File: config.mk
export PLATFORM = sky130hd
export DESIGN_NAME = reg_access_master
export DESIGN_NICKNAME = d
export VERILOG_FILES = /design/src/rtl/reg_access_pkg.sv /design/src/rtl/reg_access_master.sv
export SDC_FILE = /design/constraint.sdc
export NUM_CORES = 1
export LEC_CHECK = 0
export BUFFER_PORTS_ARGS = -buffer_cell sky130_fd_sc_hd__buf_2
export CAP_MARGIN = 20
export CORE_UTILIZATION = 49
export DETAILED_ROUTE_END_ITERATION = 8
export PLACE_DENSITY = 0.9
export SLEW_MARGIN = 30
export SYNTH_ARGS = -nofsm -noshare
export SYNTH_HDL_FRONTEND = slang
export SYNTH_SLANG_ARGS = --single-unit
File: constraint.sdc
create_clock -name clk -period 2.3 [get_ports clk]
set_input_delay 0.115 -clock clk [delete_from_list [all_inputs] [get_ports clk]]
set_output_delay 0.115 -clock clk [all_outputs]
set_load 0.01 [all_outputs]
File: src/rtl/reg_access_pkg.sv
// Shared constants for the register-file access master: op-codes, FSM state
// encoding and default widths.
package reg_access_pkg;

  localparam int DEF_DATA_WIDTH = 32;
  localparam int DEF_ADDR_WIDTH = 5;

  localparam logic [1:0] OP_READ  = 2'b00;
  localparam logic [1:0] OP_WRITE = 2'b01;
  localparam logic [1:0] OP_DUMP  = 2'b10;
  localparam logic [1:0] OP_CLEAR = 2'b11;

  localparam logic [2:0] S_IDLE      = 3'd0;
  localparam logic [2:0] S_WRITE     = 3'd1;
  localparam logic [2:0] S_READ      = 3'd2;
  localparam logic [2:0] S_RSP       = 3'd3;
  localparam logic [2:0] S_DUMP_RD   = 3'd4;
  localparam logic [2:0] S_DUMP_RSP0 = 3'd5;
  localparam logic [2:0] S_DUMP_RSP1 = 3'd6;
  localparam logic [2:0] S_CLEAR     = 3'd7;

endpackage

File: src/rtl/reg_access_master.sv
// Host-side master for a 1W/2R register file: single/dump reads, writes and
// (with REG_CLEAR_EN defined) a bulk clear. Every output is registered.
module reg_access_master
  import reg_access_pkg::*;
#(
  parameter int DATA_WIDTH = DEF_DATA_WIDTH,
  parameter int ADDR_WIDTH = DEF_ADDR_WIDTH
) (
  input  logic                  clk,
  input  logic                  rst,
  input  logic                  cmd_valid,
  output logic                  cmd_ready,
  input  logic [1:0]            cmd_op,
  input  logic [ADDR_WIDTH-1:0] cmd_addr,
  input  logic [DATA_WIDTH-1:0] cmd_wdata,
  output logic                  rsp_valid,
  input  logic                  rsp_ready,
  output logic [ADDR_WIDTH-1:0] rsp_addr,
  output logic [DATA_WIDTH-1:0] rsp_data,
  output logic                  rsp_last,
  output logic [ADDR_WIDTH-1:0] rf_waddr,
  output logic                  rf_wen,
  output logic [DATA_WIDTH-1:0] rf_wdata,
  output logic [ADDR_WIDTH-1:0] rf_raddr1,
  output logic [ADDR_WIDTH-1:0] rf_raddr2,
  input  logic [DATA_WIDTH-1:0] rf_rdata1,
  input  logic [DATA_WIDTH-1:0] rf_rdata2
);

  localparam logic [ADDR_WIDTH-1:0] PAIR_LAST = ADDR_WIDTH'((1 << ADDR_WIDTH) / 2 - 1);

  logic [2:0]            r_state;
  logic [ADDR_WIDTH-1:0] r_addr;
  logic [ADDR_WIDTH-1:0] r_pair;
  logic [DATA_WIDTH-1:0] r_hi;
  logic [ADDR_WIDTH-1:0] w_even;
  logic [ADDR_WIDTH-1:0] w_odd;

  assign w_even = r_pair << 1;
  assign w_odd  = w_even + ADDR_WIDTH'(1);

  always_ff @(posedge clk) begin
    if (rst) begin
      r_state   <= S_IDLE;
      r_addr    <= '0;
      r_pair    <= '0;
      r_hi      <= '0;
      cmd_ready <= 1'b1;
      rsp_valid <= 1'b0;
      rsp_addr  <= '0;
      rsp_data  <= '0;
      rsp_last  <= 1'b0;
      rf_waddr  <= '0;
      rf_wen    <= 1'b0;
      rf_wdata  <= '0;
      rf_raddr1 <= '0;
      rf_raddr2 <= '0;
    end else begin
      case (r_state)
        S_IDLE: if (cmd_valid) begin
          case (cmd_op)
            OP_WRITE: begin
              r_state   <= S_WRITE;
              cmd_ready <= 1'b0;
              rf_wen    <= 1'b1;
              rf_waddr  <= cmd_addr;
              rf_wdata  <= cmd_wdata;
            end
            OP_READ: begin
              r_state   <= S_READ;
              cmd_ready <= 1'b0;
              r_addr    <= cmd_addr;
              rf_raddr1 <= cmd_addr;
            end
            OP_DUMP: begin
              r_state   <= S_DUMP_RD;
              cmd_ready <= 1'b0;
              r_pair    <= '0;
              rf_raddr1 <= '0;
              rf_raddr2 <= ADDR_WIDTH'(1);
            end
            default: begin
`ifdef REG_CLEAR_EN
              // Index 0 is hard-wired in the register file, so start at 1.
              r_state   <= S_CLEAR;
              cmd_ready <= 1'b0;
              rf_wen    <= 1'b1;
              rf_waddr  <= ADDR_WIDTH'(1);
              rf_wdata  <= '0;
`endif
            end
          endcase
        end
        S_WRITE: begin
          r_state   <= S_IDLE;
          cmd_ready <= 1'b1;
          rf_wen    <= 1'b0;
          rf_waddr  <= '0;
          rf_wdata  <= '0;
        end
        S_READ: begin
          r_state   <= S_RSP;
          rsp_valid <= 1'b1;
          rsp_addr  <= r_addr;
          rsp_data  <= rf_rdata1;
          rsp_last  <= 1'b1;
          rf_raddr1 <= '0;
        end
        S_RSP: if (rsp_ready) begin
          r_state   <= S_IDLE;
          cmd_ready <= 1'b1;
          rsp_valid <= 1'b0;
          rsp_addr  <= '0;
          rsp_data  <= '0;
          rsp_last  <= 1'b0;
        end
        S_DUMP_RD: begin
          // Both halves of the pair are captured now; the odd one waits in r_hi.
          r_state   <= S_DUMP_RSP0;
          rsp_valid <= 1'b1;
          rsp_addr  <= w_even;
          rsp_data  <= rf_rdata1;
          rsp_last  <= 1'b0;
          r_hi      <= rf_rdata2;
          rf_raddr1 <= '0;
          rf_raddr2 <= '0;
        end
        S_DUMP_RSP0: if (rsp_ready) begin
          r_state  <= S_DUMP_RSP1;
          rsp_addr <= w_odd;
          rsp_data <= r_hi;
          rsp_last <= (r_pair == PAIR_LAST);
        end
        S_DUMP_RSP1: if (rsp_ready) begin
          rsp_valid <= 1'b0;
          rsp_addr  <= '0;
          rsp_data  <= '0;
          rsp_last  <= 1'b0;
          if (r_pair == PAIR_LAST) begin
            r_state   <= S_IDLE;
            cmd_ready <= 1'b1;
            r_pair    <= '0;
          end else begin
            r_state   <= S_DUMP_RD;
            r_pair    <= r_pair + ADDR_WIDTH'(1);
            rf_raddr1 <= w_even + ADDR_WIDTH'(2);
            rf_raddr2 <= w_odd + ADDR_WIDTH'(2);
          end
        end
`ifdef REG_CLEAR_EN
        S_CLEAR: begin
          if (rf_waddr == '1) begin
            r_state   <= S_RSP;
            rf_wen    <= 1'b0;
            rf_waddr  <= '0;
            rsp_valid <= 1'b1;
            rsp_addr  <= '0;
            rsp_data  <= '0;
            rsp_last  <= 1'b1;
          end else begin
            rf_waddr <= rf_waddr + ADDR_WIDTH'(1);
          end
        end
`endif
        default: begin
          r_state   <= S_IDLE;
          cmd_ready <= 1'b1;
          rf_wen    <= 1'b0;
        end
      endcase
    end
  end

endmodule

==> results of run 1 <==
[cell usage after synthesis, drive strengths merged (2+ instances only)]
cell / instances
nor4: 2
a211oi: 7
nand2: 83
a21bo: 3
xor2: 3
nor2b: 3
inv: 6
a22oi: 38
a221oi: 32
a21oi: 48
o22ai: 4
o31ai: 5
clkbuf: 40
dfxtp: 133
buf: 17
or3: 3
nor3: 6
a311oi: 5
mux2i: 5
a21o: 5
nor2: 98
nand4: 3
o21bai: 2
nand3: 3
and3b: 3
o211a: 2
and2: 4
o21ba: 2
o21ai: 42
[layout make-up]
type,count,area (sq um)
inverters,6,22.5
repair buffers,314,2150
flip-flops and latches,133,2660
well taps,136,170
clock inverters,12,146
clock buffers,19,442
multi-input cells,430,2430
fillers,670,2440
[registers in the layout, indices dropped and copies added (netlist names), 5 cells and up]
signal and flops:
r_hi 32, rf_wdata 32, rsp_data 32, r_addr 5, r_pair 5, rf_raddr1 5
rf_raddr2 5, rf_waddr 5, rsp_addr 5
[kinds of logic (layout without fill, tap and decap cells)]
logic type,count (synthesis),after routing,share of synthesized area
and+or+nand+nor,216,216,0.171
AOI/OAI and AO/OA,204,204,0.261
DFF,133,133,0.497
buffers and inverters,63,351,0.0524
muxes,5,5,0.00935
xor gates and xnor gates,4,4,0.00655
adders and majority gates,1,1,0.00234
[layer usage]
layer	track usage	up-vias
li1	-	2782
met1	0.344	2788
met2	0.555	363
met3	0.0809	99
met4	0.216	2
met5	0	-
[power groups by stage]
stage	Sequential, mW	Clock (mW)	Combinational [mW]
floorplan	2.75	0	0.679
global placement	2.71	0	1.18
detailed placement	2.71	0	1.20
CTS	2.67	2.68	1.34
global route	2.70	2.80	1.51
finish	2.68	2.67	1.40
[stage by stage]
| step | cell area (sq um) | std cells | worst slack [ns] | hold WS [ns] |
|---|---|---|---|---|
| floorplan | 5350 | 626 | 0.624 | 0.251 |
| global placement | 6420 | 918 | 0.445 | 0.347 |
| detailed placement | 6420 | 918 | 0.322 | 0.358 |
| CTS | 8020 | 1050 | 0.281 | 0.0139 |
| global route | 8020 | 1050 | 0.0248 | 0.0685 |
| finish | 8020 | 1050 | 0.101 | 0.0451 |
[critical path: stages, from the launching register on]
cell      delay, ns
dfxtp_1        0.72
and3b_1        0.42
a21oi_2        0.07
buf_4          0.26
a221oi_1       0.46
nor2_1         0.14
[worst max-delay path by stage]
stage / slack (ns) / to / depth (start not counted)
floorplan: 0.62 / r_pair[1] / 6
global placement: 0.44 / rsp_data[10] / 5
detailed placement: 0.32 / rsp_data[20] / 5
CTS: 0.28 / rsp_data[20] / 5
global route: 0.02 / rsp_data[18] / 5
finish: 0.10 / rsp_data[18] / 5
==> metrics, run 1 <==
outcome=completed; Netlist cell types=59; FMAX=0.455 GHz; slew at the pin with the worst max-slew slack=0.630 ns; total track usage=0.321; synth top area cells=dfxtp_1 50%, nor2_1 6.8%, nand2_1 5.8%; die width=between 100 and 150 microns; ys async rst share=0; # rows=37; initial antenna violation count=1; Crit. Startpoint=r_state[2]; Starting Density=0.512; reg2reg setup slack=approximately 0.1 ns; clock-pin transition on the worst setup and hold timing paths=0.07 ns; kind of critical path=reg -> reg; DR WL/cell=between 15 and 20 microns; die height=107 microns; Peak supply drop=0.687 mV; post-synthesis sequential area ratio=0.497; syn_nets=734; Syn. warnings=0; final-report hold violation count=0; critical path fanouts, max=32; Sw Pwr=2.00 mW; EDFF count, synth=0; Synth area leader=dfxtp_1; ratio of cells with drive above 1 in the final layout=0.286; most common cell after layout, fill and taps aside=buf_2; internal power=4.75 mW; RSZ-0062 raised after global routing=no; Slew HR=0.580; Hold Path Sink=r_state[0]; Comb power frac=0.207; Worst Hold Depth=3; Final min period=2.20 ns; Root Buffer=clkbuf_8; postcts setup bufs=0; Mapped Cells=626; CTS buffer count=17; Vias=6,034; Placer Congestion=between 0.9 and 1; Seq cells post-synth=between 100 and 150; final setup TNS=0 ns; vias in the first global route=approximately 6,000; clock sinks=133; wire length of the first global-routing pass=approximately 29,000 microns; placeable core area=10,500 sq um; # DRC=0; metal3 WL=about 1400 microns; CP required=2.68 ns; Arr. time, crit path=2.58 ns; nature of the critical path endpoint=flop; P per Cell Area=841 nW/um^2; Hold Path Origin=rsp_ready; Max Slew Vio Count=0; Port Buffers=about 190; Worst-Skew Late Latency=0.52 ns; Max Cap Viol=0; vias per cell=~5.7; startpoint types=flop; Leak=~3.6 nW; CTS H-tree lvls=4; clock network fraction of design power=0.396; Max clock buf depth=2; ys flop type=dfxtp_1; die area=11,300 sq um; sequential power share=0.397; Design Power=a little under 7 mW; antenna viol nets, final=0; post-layout util=0.767; syn avg cell area=8.55 sq um; nets=just over 1,000; initial drt markers=544; final setup vio count=0; DP HPWL=9770 microns; most frequent cells in the layout=193 x buf_2, 133 x dfxtp_1, 101 x dlygate4sd3_1; total grt overflow=0; Post-Route Skew=between 0.009 and 0.01 ns; Final period util=0.956; reg2reg end=rsp_data[18]; DRT Wirelength=between 15,000 and 20,000 microns; met2 WL=9230 microns; Pre-Repair DR Iteration Count=6; CTS tree=built; Hold Path Class=in -> reg; RR Startpoint=r_state[2]; post-cts resize count=0; Antenna diodes=0; mapped cell area=between 5000 and 6000 sq um; pin count of the biggest net entering global routing=55; share of the synthesized area in the top cell type=0.497; CTS hold repair buffers=101; WL met1=6550 microns; DR top layer=met5; area growth from synthesis to layout=49.9%; R2R cell count=5; switching fraction of total power=0.296; Ports=195
Note: power is estimated with default switching activity, not from simulation.
==> run 2: changes to the inputs <==
- CORE_UTILIZATION: 49 -> 35
- CTS_CLUSTER_SIZE: default -> 8
- PLACE_DENSITY: 0.9 -> 0.71
==> metrics, run 2 (synthesis results as in run 1) <==
outcome=complete, but fails checks; failing checks=DRC; initial antenna violation count=0 (-1); Antenna diodes=0 (unchanged); wire length of the first global-routing pass=27,400 microns (-4.1%); placed instance count=969 (+5.6%); Arr. time, crit path=2.20 ns (-0.38 ns); kind of critical path=reg -> reg; Crit-path slowest cell=dfxtp_1; CTS tree=built; RSZ-0062 raised after global routing=no; Post-DP Area=6510 sq um (+1.3%); Hold Path Class=in -> reg; total grt overflow=0 (unchanged); DP Worst Slack=0.258 ns (-0.0649 ns); pin count of the biggest net entering global routing=51 (-7.3%); # rows=44 (+19%); Final period util=0.833 (-0.123); Root Buffer=clkbuf_16; Crit path buffers/inverters=1 (unchanged); Reg area=2660 sq um (about the same); # DRC=14 (+14); CTS H-tree lvls=4 (unchanged); antenna viol nets, final=0 (unchanged); postcts setup bufs=0 (unchanged); CTS buffer count=17 (unchanged); most frequent cells in the layout=193 x buf_2, 132 x dfxtp_1, 101 x dlygate4sd3_1; clock-pin transition on the worst setup and hold timing paths=0.05 ns (-0.02 ns); Post-Route Skew=0.0128 ns (+0.00291 ns); Starting Density=0.363 (-0.149); Port Buffers=194 (unchanged); final setup vio count=0 (unchanged); placeable core area=14,800 sq um (+41%); die height=126 microns (+18%); largest delay contributor family on the critical path=flip-flops; total track usage=0.218 (-0.103); setup ws final=0.383 ns (+0.282 ns); fillers=1,291 (+93%); FMAX=0.522 GHz (+15%); CP peak stage delay=0.62 ns (-0.10 ns); Slew HR=0.614 (+0.0347); DRT Wirelength=17,300 microns (-5.3%); nets=1,013 (+0.30%); Placer Congestion=0.851 (-7.1%); Worst-Skew Late Latency=0.41 ns (-0.11 ns); Pre-Repair DR Iteration Count=9 (+3); CP required=2.59 ns (-0.09 ns); final-report hold violation count=0 (unchanged); CP cell instances=and3b_1 > a21oi_2 > buf_4 > a221oi_1 > nor2_1; DP HPWL=10,200 microns (+3.9%); Largest regs=r_hi x32, rf_wdata x32, rsp_data x32; clock sinks=133 (unchanged); most common cell after layout, fill and taps aside=buf_2; post-layout util=0.549 (-0.218); final setup TNS=0 ns (unchanged); Max clock buf depth=2 (unchanged); startpoint types=flop; final cell count without fillers=1,102 (+5.0%); multi-input logic area=2430 sq um (unchanged); initial drt markers=426 (-22%); Final min period=1.92 ns (-0.282 ns); Max Cap Viol=0 (unchanged); cell area after layout=8100 sq um (+1.0%); Max Slew Vio Count=0 (unchanged); DR WL/cell=15.7 microns (-9.8%); nature of the critical path endpoint=flop; ratio of cells with drive above 1 in the final layout=0.288 (+0.00202); area growth from synthesis to layout=51.4%; Ports=195 (unchanged); P per Cell Area=829 nW/um^2 (-1.4%); Peak supply drop=0.598 mV (-13%); critical path fanouts, max=17 (-47%); slew at the pin with the worst max-slew slack=0.578 ns (-0.0520 ns); die area=15,800 sq um (+39%); Vias=5,743 (-4.8%); vias in the first global route=5,627 (-6.5%); die width=126 microns (+18%); Leak=3.62 nW (+0.48%); vias per cell=5.21 (-9.3%)
==> run 2: layout make-up <==
class | instances | share of cell area
Inverter | 6 | 0.00278
Clock buffer | 21 | 0.0568
Sequential cell | 133 | 0.329
Multi-Input combinational cell | 430 | 0.300
Tap cell | 184 | 0.0284
Timing Repair Buffer | 317 | 0.268
Clock inverter | 11 | 0.0154
==> run 2: final timing paths <==
| path | start | endpoint | slack (ns) | cells after the start |
|---|---|---|---|---|
| hold reg to reg | r_hi[1] | r_hi[1] | 0.45 | 2 |
| setup / recovery | r_state[2] | rsp_data[28] | 0.38 | 5 |
| hold / removal | rf_rdata1[28] | rsp_data[28] | 0.01 | 3 |
| setup reg to reg | r_state[2] | rsp_data[28] | 0.38 | 5 |
==> run 2: routing by layer <==
metal | global-route usage | routed length [microns]
met1 | 0.258 | 7320
met2 | 0.376 | 8310
met3 | 0.0582 | 1260
met4 | 0.0832 | 368
met5 | 0 | 0
==> run 2: tightest hold or removal path, stage by stage <==
cell and delay [ns]:
buf_2 0.09, a221oi_1 0.08, nor2_1 0.10
==> run 2: what timing repair did <==
item | 4_1_cts | 5_1_grt
hold endpoints to repair | 107 | 1
hold buffers | 100 | 1
resized for setup | 0 | 1
endpoints found under the setup margin | 0 | 1
==> run 2: power breakdown <==
| group | internal [mW] | switching, mW |
|---|---|---|
| clock network | 1.66 | 1.00 |
| registers | 2.53 | 0.143 |
| logic | 0.617 | 0.768 |
| total | 4.80 | 1.91 |
==> run 2: metrics by stage <==
step | power (mW) | hold WS, ns
after floorplan | 3.43 | 0.251
after global placement | 3.93 | 0.347
after detailed placement | 3.94 | 0.350
after CTS | 6.75 | 0.000934
after global routing | 7.03 | 0.0374
final | 6.71 | 0.0120
==> run 3: changes to the inputs <==
- PLACE_DENSITY: 0.71 -> 0.73
- clock period: 2.3 -> 1.7 ns (I/O delays scaled with it)
==> metrics, run 3 (synthesis results as in run 1) <==
placeable core area=14,800 sq um (unchanged); CTS tree=built; Worst-Skew Late Latency=0.42 ns (about the same); Hold Path Class=in -> reg; Final min period=1.70 ns (-0.219 ns); clock-pin transition on the worst setup and hold timing paths=0.06 ns (about the same); R2R cell count=5 (unchanged); Design Power=9.04 mW (+35%); most common cell after layout, fill and taps aside=buf_2; Arr. time, crit path=2.00 ns (-0.20 ns); critical path fanouts, max=33 (+16); Ports=195 (unchanged); FMAX=0.589 GHz (+13%); Post-Route Skew=0.00697 ns (-0.00585 ns); cell area after layout=8410 sq um (+3.8%); wire length of the first global-routing pass=28,000 microns (+2.2%); final setup TNS=0 ns (unchanged); outcome=complete, but fails checks; DRT Wirelength=18,300 microns (+5.8%); Final period util=0.999 (+0.165); # rows=44 (unchanged); CP required=2.00 ns (-0.59 ns); antenna viol nets, final=0 (unchanged); initial antenna violation count=0 (unchanged); Worst Hold Depth=4 (+1); die width=126 microns (unchanged); CTS buffer count=17 (unchanged); setup ws final=0.00240 ns (-0.381 ns); slew at the pin with the worst max-slew slack=0.472 ns (-0.106 ns); Root Buffer=clkbuf_16; clock sinks=133 (unchanged); die height=126 microns (unchanged); Placer Congestion=0.860 (+1.1%); Antenna diodes=0 (unchanged); vias per cell=5.29 (+1.5%); area growth from synthesis to layout=57.1%; Leak=3.77 nW (+4.2%); startpoint types=flop; nets=1,040 (+2.7%); Vias=5,964 (+3.8%); total grt overflow=0 (unchanged); failing checks=DRC; vias in the first global route=5,834 (+3.7%); DR WL/cell=16.2 microns (+3.3%); # DRC=14 (unchanged); Peak supply drop=0.778 mV (+30%); total track usage=0.224 (+0.00598); Largest regs=r_hi x32, rf_wdata x32, rsp_data x32; final setup vio count=0 (unchanged); Max Cap Viol=0 (unchanged); Starting Density=0.363 (unchanged); Max clock buf depth=2 (unchanged); nature of the critical path endpoint=flop; CTS H-tree lvls=4 (unchanged); DP Worst Slack=-0.0412 ns (-0.299 ns); DP HPWL=10,200 microns (+0.76%); Max Slew Vio Count=0 (unchanged); Port Buffers=194 (unchanged); die area=15,800 sq um (unchanged); P per Cell Area=1070 nW/um^2 (+30%); initial drt markers=441 (+3.5%); RSZ-0062 raised after global routing=yes; ratio of cells with drive above 1 in the final layout=0.323 (+0.0355); most frequent cells in the layout=195 x buf_2, 131 x dfxtp_1, 102 x dlygate4sd3_1; Post-DP Area=6730 sq um (+3.5%); Pre-Repair DR Iteration Count=9 (unchanged); Slew HR=0.685 (+0.0709); kind of critical path=reg -> reg; final-report hold violation count=0 (unchanged); fillers=1,250 (-3.2%); pin count of the biggest net entering global routing=99 (+94%)
-- run 3: changes by cell type in the layout (fill, tap and decap cells not counted), moves of 2 or more --
cell,delta
bufinv_16,-2
nor3_1,-3
clkinvlp_4,+3
nor3_2,+3
a221oi_2,+5
buf_12,+5
clkbuf_1,-2
buf_4,+16
buf_2,+2
a221oi_1,-5
inv_6,-2
buf_6,+3
-- run 3: repair_timing --
item	4_1_cts	5_1_grt
hold endpoints to repair	113	0
resized for setup	5	15
pin swaps	1	1
endpoints found under the setup margin	28	48
hold buffers	102	0
cloned	0	2
buffers inserted	0	2
-- run 3: final timing paths --
| check | from | endpoint | slack (ns) |
|---|---|---|---|
| max | r_state[2] | rsp_data[26] | 0.002 |
| min | cmd_op[1] | r_state[1] | 0.11 |
| max reg2reg | r_state[2] | rsp_data[26] | 0.002 |
| min reg2reg | r_hi[15] | r_hi[15] | 0.45 |
-- run 3: per-stage QoR --
| step | hold WS (ns) | util | instances |
|---|---|---|---|
| finish | 0.112 | 0.570 | 1128 |
| global route | 0.161 | 0.570 | 1128 |
| CTS | 0.0756 | 0.563 | 1124 |
| detailed placement | 0.326 | 0.456 | 991 |
| global placement | 0.316 | 0.456 | 991 |
| floorplan | 0.221 | - | 626 |
-- run 3: layout make-up --
type | instances | area (sq um) | share of cell area
Clock buffer | 19 | 453 | 0.0539
Clock inverter | 12 | 83.8 | 0.00997
Inverter | 6 | 22.5 | 0.00268
Multi-Input combinational cell | 430 | 2510 | 0.298
Sequential cell | 133 | 2670 | 0.317
Tap cell | 184 | 230 | 0.0274
Timing Repair Buffer | 344 | 2450 | 0.291
-- run 3: critical path, cell delays in order (launching register included) --
cell      delay [ns]
dfxtp_2         0.38
and3b_2         0.29
a211o_2         0.34
buf_12          0.17
a221oi_1        0.28
nor2_1          0.10
-- run 3: metal layers --
metal  GRT usage  wire [microns]  vias to the layer above
met5           0               0                        -
met4       0.107             557                        0
met3      0.0578            1330                       49
met2       0.389            8780                      294
met1       0.257            7580                     2774
li1            -               -                     2847
-- run 3: power breakdown --
| group | switching [mW] | internal, mW |
|---|---|---|
| Combinational | 1.14 | 0.965 |
| Clock | 1.42 | 1.92 |
| Sequential | 0.175 | 3.42 |
